**src/rtl/pc_fetch_unit_if.sv**
```systemverilog
// Fetch-PC bundle: stall/redirect requests in, fetch address and status out.
interface pc_fetch_unit_if #(
  parameter int unsigned XLEN = 32
);
  logic            en;
  logic            ex_redirect;
  logic [XLEN-1:0] ex_target;
  logic            id_redirect;
  logic [XLEN-1:0] id_target;
  logic [XLEN-1:0] pc;
  logic [XLEN-1:0] pc_plus;
  logic            pc_valid;
  logic            redirect_taken;
  logic            redirect_pending;
  logic            misalign;

  // Hazard/control side
  modport master (
    output en, ex_redirect, ex_target, id_redirect, id_target,
    input  pc, pc_plus, pc_valid, redirect_taken, redirect_pending, misalign
  );

  // Fetch PC unit side
  modport slave (
    input  en, ex_redirect, ex_target, id_redirect, id_target,
    output pc, pc_plus, pc_valid, redirect_taken, redirect_pending, misalign
  );
endinterface

```
**src/rtl/pc_fetch_unit.sv**
```systemverilog
// Fetch program counter with boot cycle, prioritised EX/ID redirects and stall-time capture.
// Define PC_MISALIGN_TRAP_EN to send misaligned redirect targets to TRAP_VEC and pulse misalign.
module pc_fetch_unit #(
  parameter int unsigned     XLEN       = 32,
  parameter logic [XLEN-1:0] RESET_VEC  = '0,
  parameter int unsigned     INC        = 4,
  parameter int unsigned     ALIGN_BITS = 2,
  parameter logic [XLEN-1:0] TRAP_VEC   = XLEN'(32'h0000_0100)
) (
  input  logic               clk,
  input  logic               reset,
  pc_fetch_unit_if.slave     bus
);

  localparam logic [XLEN-1:0] ALIGN_MASK = {XLEN{1'b1}} << ALIGN_BITS;

  // Catch configurations that would let the PC leave the aligned grid
  if (((XLEN'(INC) & ~ALIGN_MASK) != '0) || ((TRAP_VEC & ~ALIGN_MASK) != '0)) begin : g_bad_cfg
    $error("pc_fetch_unit: INC and TRAP_VEC must be ALIGN_BITS-aligned");
  end

  typedef enum logic {BOOT, RUN} state_t;
  typedef enum logic {SRC_EX, SRC_ID} src_t;

  state_t          state;
  logic [XLEN-1:0] pc_q;
  logic            pc_valid_q;
  logic            redirect_taken_q;
  logic            pend_valid;
  src_t            pend_src;
  logic [XLEN-1:0] pend_target;

  logic            sel_valid;
  logic [XLEN-1:0] sel_target;
  logic [XLEN-1:0] load_target;

`ifdef PC_MISALIGN_TRAP_EN
  logic            misalign_q;
  logic            sel_misaligned;
`endif

  always_comb begin
    sel_valid  = 1'b1;
    sel_target = '0;
    if (bus.ex_redirect) begin
      sel_target = bus.ex_target;
    end else if (pend_valid) begin
      sel_target = pend_target;
    end else if (bus.id_redirect) begin
      sel_target = bus.id_target;
    end else begin
      sel_valid = 1'b0;
    end
`ifdef PC_MISALIGN_TRAP_EN
    sel_misaligned = (sel_target & ~ALIGN_MASK) != '0;
    load_target    = sel_misaligned ? TRAP_VEC : sel_target;
`else
    load_target    = sel_target & ALIGN_MASK;
`endif
  end

  always_ff @(posedge clk or negedge reset) begin
    if (!reset) begin
      state            <= BOOT;
      pc_q             <= RESET_VEC;
      pc_valid_q       <= 1'b0;
      redirect_taken_q <= 1'b0;
      pend_valid       <= 1'b0;
      pend_src         <= SRC_EX;
      pend_target      <= '0;
`ifdef PC_MISALIGN_TRAP_EN
      misalign_q       <= 1'b0;
`endif
    end else begin
      unique case (state)
        BOOT: begin
          state            <= RUN;
          pc_valid_q       <= 1'b1;
          redirect_taken_q <= 1'b0;
`ifdef PC_MISALIGN_TRAP_EN
          misalign_q       <= 1'b0;
`endif
        end
        RUN: begin
          if (bus.en) begin
            pend_valid       <= 1'b0;
            redirect_taken_q <= sel_valid;
            pc_q             <= sel_valid ? load_target : pc_q + XLEN'(INC);
`ifdef PC_MISALIGN_TRAP_EN
            misalign_q       <= sel_valid && sel_misaligned;
`endif
          end else begin
            redirect_taken_q <= 1'b0;
`ifdef PC_MISALIGN_TRAP_EN
            misalign_q       <= 1'b0;
`endif
            // EX always wins the slot; ID may only refresh an ID entry or fill an empty one
            if (bus.ex_redirect) begin
              pend_valid  <= 1'b1;
              pend_src    <= SRC_EX;
              pend_target <= bus.ex_target;
            end else if (bus.id_redirect && (!pend_valid || pend_src == SRC_ID)) begin
              pend_valid  <= 1'b1;
              pend_src    <= SRC_ID;
              pend_target <= bus.id_target;
            end
          end
        end
        default: state <= BOOT;
      endcase
    end
  end

  assign bus.pc               = pc_q;
  assign bus.pc_plus          = pc_q + XLEN'(INC);
  assign bus.pc_valid         = pc_valid_q;
  assign bus.redirect_taken   = redirect_taken_q;
  assign bus.redirect_pending = pend_valid;
`ifdef PC_MISALIGN_TRAP_EN
  assign bus.misalign         = misalign_q;
`else
  assign bus.misalign         = 1'b0;
`endif

endmodule

```
**src/flat_wrapper.sv**
```systemverilog
// flat-port wrapper written by rule: the top's interface ports become plain ports
module pc_fetch_unit_flat 
#(
  parameter int unsigned     XLEN       = 32,
  parameter logic [XLEN-1:0] RESET_VEC  = '0,
  parameter int unsigned     INC        = 4,
  parameter int unsigned     ALIGN_BITS = 2,
  parameter logic [XLEN-1:0] TRAP_VEC   = XLEN'(32'h0000_0100)
)
  (clk, reset, bus_en, bus_ex_redirect, bus_ex_target, bus_id_redirect, bus_id_target, bus_pc, bus_pc_plus, bus_pc_valid, bus_redirect_taken, bus_redirect_pending, bus_misalign);
  pc_fetch_unit_if #(.XLEN(XLEN)) bus_i ();
  input  logic clk;
  input  logic reset;
  input wire logic [$bits(bus_i.en)-1:0] bus_en;
  input wire logic [$bits(bus_i.ex_redirect)-1:0] bus_ex_redirect;
  input wire logic [$bits(bus_i.ex_target)-1:0] bus_ex_target;
  input wire logic [$bits(bus_i.id_redirect)-1:0] bus_id_redirect;
  input wire logic [$bits(bus_i.id_target)-1:0] bus_id_target;
  output wire logic [$bits(bus_i.pc)-1:0] bus_pc;
  output wire logic [$bits(bus_i.pc_plus)-1:0] bus_pc_plus;
  output wire logic [$bits(bus_i.pc_valid)-1:0] bus_pc_valid;
  output wire logic [$bits(bus_i.redirect_taken)-1:0] bus_redirect_taken;
  output wire logic [$bits(bus_i.redirect_pending)-1:0] bus_redirect_pending;
  output wire logic [$bits(bus_i.misalign)-1:0] bus_misalign;
  assign bus_i.en = bus_en;
  assign bus_i.ex_redirect = bus_ex_redirect;
  assign bus_i.ex_target = bus_ex_target;
  assign bus_i.id_redirect = bus_id_redirect;
  assign bus_i.id_target = bus_id_target;
  assign bus_pc = bus_i.pc;
  assign bus_pc_plus = bus_i.pc_plus;
  assign bus_pc_valid = bus_i.pc_valid;
  assign bus_redirect_taken = bus_i.redirect_taken;
  assign bus_redirect_pending = bus_i.redirect_pending;
  assign bus_misalign = bus_i.misalign;
  pc_fetch_unit #(.XLEN(XLEN), .RESET_VEC(RESET_VEC), .INC(INC), .ALIGN_BITS(ALIGN_BITS), .TRAP_VEC(TRAP_VEC)) u_core (.clk(clk), .reset(reset), .bus(bus_i));
endmodule
```
**config.mk**
```make
export PLATFORM = sky130hd
export DESIGN_NAME = pc_fetch_unit_flat
export DESIGN_NICKNAME = d
export VERILOG_FILES = /design/src/rtl/pc_fetch_unit_if.sv /design/src/rtl/pc_fetch_unit.sv /design/src/flat_wrapper.sv
export SDC_FILE = /design/constraint.sdc
export NUM_CORES = 1
export LEC_CHECK = 0
export ABC_AREA = 1
export CAP_MARGIN = 20
export CORE_MARGIN = 2
export CORE_UTILIZATION = 51
export DETAILED_ROUTE_END_ITERATION = 10
export PLACE_DENSITY = 0.95
export SLEW_MARGIN = 10
export SYNTH_ARGS = -nofsm -noshare
export SYNTH_HDL_FRONTEND = slang
export SYNTH_SLANG_ARGS = --single-unit
export TNS_END_PERCENT = 10
```
**constraint.sdc**
```tcl
create_clock -name clk -period 3.2 [get_ports clk]
set_input_delay 0.8 -clock clk [delete_from_list [all_inputs] [get_ports clk]]
set_output_delay 0.8 -clock clk [all_outputs]
set_load 0.02 [all_outputs]
```
==> flow_summary.yaml <==
layout:
  layoutNonFillerInstCount: 892
  nets: 852
  syn2layout_area_growth_pct: 37.5
  fillers: 652
  drive_gt1_share_pct: 5.84
  num_antenna_cells: 0
timing:
  skew_ns: 0.0101
  period_share_pct: 96.3
  drv_slew: 0
  setup_viol: 0
  finalSetupTns_ns: 0
  rsz0062_at_grt: "no"
  finalHoldViolations: 0
  relSlewSlack_pct: 58.4
  fmax_mhz: 325
  setup_ws_ns: 0.119
  worst_pin_slew_ns: 0.620
  min_period_ns: 3.08
setup_path:
  crit_arrival_ns: 2.28
  worst-path-max-fanout: 5
  path_class: "register to output pin"
  crit_path_start_kind: "register"
  end_kind: "output pin"
  required_ns: 2.40
place:
  dp_cells: 875
  port-buffer-count: 127
  hpwl_mm: 9.60
  place.gp.congestion: 0.936
  post-place-ws_ns: 0.191
detailed_routing:
  antenna_left: 0
  vias: 4919
  via_per_inst: 5.51
  first_iter_violations: 392
  detail_route.wl_per_cell_um: 14.9
  wl_mm: 13.3
  dr.pass1.iters: 5
  route.detailed.drc: 0
floorplanning:
  core_area_um2: 8220
  die_h_um: 96.1
  rows: 33
  dieArea_um2: 9240
  initial_core_util_pct: 52.7
  ioPinCount: 137
  die_w_um: 96.1
logic_synthesis:
  yosysMostFrequentCell: "nand2_1"
  ys.flop_type: "dfrtp_1"
  yosysTopAreaCellShare_pct: 37.6
  syn_avg_cell_area_um2: 6.53
  yosysSeqAreaShare_pct: 37.6
  synth.distinct_cells: 27
  synth_edf_count: 0
  synthCells: 663
  syn_area_um2: 4330
  ys_warn_count: 0
  synth_area_leaders: "dfrtp_1 38%, nand2_1 23%, nand3_1 6.0%"
  yosys.area.top_type: "dfrtp_1"
  synth_common_cells: "265 x nand2_1, 69 x inv_1, 65 x dfrtp_1"
  ys_ff_latch: 65
  async_reset_ff_share_pct: 100
clock_network:
  insertion_delay_ns: 0.34
  clock_path_buffers: 2
  cts.clk_slew.worst_paths_ns: 0.07
  htreeDepth: 3
  ctsRootBufferMaster: "clkbuf_8"
  cts_buffers: 9
  cts_setup_buffers: 0
  numClockSinks: 65
  cts_tree: "built"
run:
  cap_violations: 0
global_routing:
  grt_max_degree: 66
  grt_pass1_wl_mm: 21.9
  grt_remaining_overflow: 0
  track_usage_pct: 30.7
  grt_pass1_vias: 4795
  grt_antenna_before_repair: 0
status:
  status: "finished clean"
pwr:
  vdd_ir_drop_max_mv: 0.336
  finalPower_w: 0.00300
  powerDensity_nw_per_um2: 504
  p_leak_nw: 2.84
min_path:
  min-delay-path-class: "input pin to asynchronous set/reset pin"
==> logic make-up (layout without fill, tap and decap cells) <==
family,Yosys count,in the layout,synth area share [%]
other,2,6,0.174
flip-flops,65,65,37.6
AND/OR/NAND/NOR,384,384,36.3
AO/OA/AOI/OAI,94,94,13.2
buffers and inverters,103,223,9.68
XOR/XNOR,14,14,2.83
adder cells (fa/ha/maj),1,1,0.289
==> path summary, 6_finish.rpt <==
path | startpoint | to | slack, ns | depth (start not counted)
max in group asynchronous | reset | u_core.bus.pc[10] | 2.44 | 2
max | u_core.bus.pc[9] | bus_pc_plus[17] | 0.12 | 6
min | reset | u_core.pend_target[24] | 0.47 | 2
max reg2reg | u_core.state | u_core.bus.pc[25] | 1.41 | 6
min reg2reg | u_core.bus.pc_valid | u_core.bus.pc_valid | 0.47 | 1
min in group clk | u_core.bus.pc_valid | u_core.bus.pc_valid | 0.47 | 1
==> worst max-delay path, stage by stage, from the launching register on <==
cell	delay, ns
dfrtp_1	0.47
nand2_1	0.19
nor2_2	0.19
nand2_1	0.11
nor2_4	0.17
xor2_1	0.19
clkdlybuf4s50_1	0.63
==> routing by layer <==
metal | track usage [%] | share of wire, % | vias up
met2 | 52.1 | 48 | 270
met4 | 11.5 | 2.6 | 0
met5 | 0 | 0 | -
li1 | - | - | 2324
met3 | 5.40 | 9.4 | 36
met1 | 39.0 | 40 | 2289
==> power by group <==
group | total (W) | internal, W | switching (W)
Sequential | 0.00113 | 0.000979 | 0.000146
Combinational | 0.00114 | 0.000490 | 0.000651
Clock | 0.000735 | 0.000424 | 0.000311
Total | 0.00300 | 0.00189 | 0.00111
==> through the flow <==
stage          hold slack [ns]  area, um2  utilization, %
2_1_floorplan            0.501       4340               -
3_3_place_gp             0.454       5680            69.1
3_5_place_dp             0.459       5680            69.1
4_1_cts                  0.476       5890            71.7
5_1_grt                  0.485       5950            72.4
6_report                 0.467       5950            72.4
==> final cells by class <==
type,count,area [um2],area share [%]
repair buffers,136,1380,23.1
multi-input cells,499,2340,39.4
inverters,71,267,4.48
clock buffers,14,173,2.90
well taps,105,131,2.21
flip-flops and latches,65,1630,27.4
clock inverters,2,35.0,0.589
==> state kept, by name, summed over array words and instances (netlist names) <==
| register | flops |
|---|---|
| u_core.state | 1 |
| u_core.bus.pc_valid | 1 |
| u_core.bus.pc | 30 |
| u_core.pend_src | 1 |
| u_core.bus.redirect_pending | 1 |
| u_core.bus.redirect_taken | 1 |
| u_core.pend_target | 30 |
==> cells in the final DEF, fill, tap and decap left out, drive strengths merged <==
cell and n:
o21bai 1, nor4 1, and2 4, dfrtp 65
a21oi 14, or2 1, xor2 10, o21ai 42
buf 10, clkinv 2, nor3 1, dlygate4sd2 9
a21boi 7, nand2 265, nand3 52, ha 1
dlymetal6s2s 8, o211ai 27, nand4 1, xnor2 4
nor2 59, o2111ai 3, conb 6, bufinv 1
clkbuf 14, inv 70, clkdlybuf4s50 109
==> repair_timing <==
item	4_1_cts	5_1_grt
resized for setup	14	16
hold buffers	0	0
endpoints found under the setup margin	12	15
No activity file was read; power rests on OpenSTA's default activity.
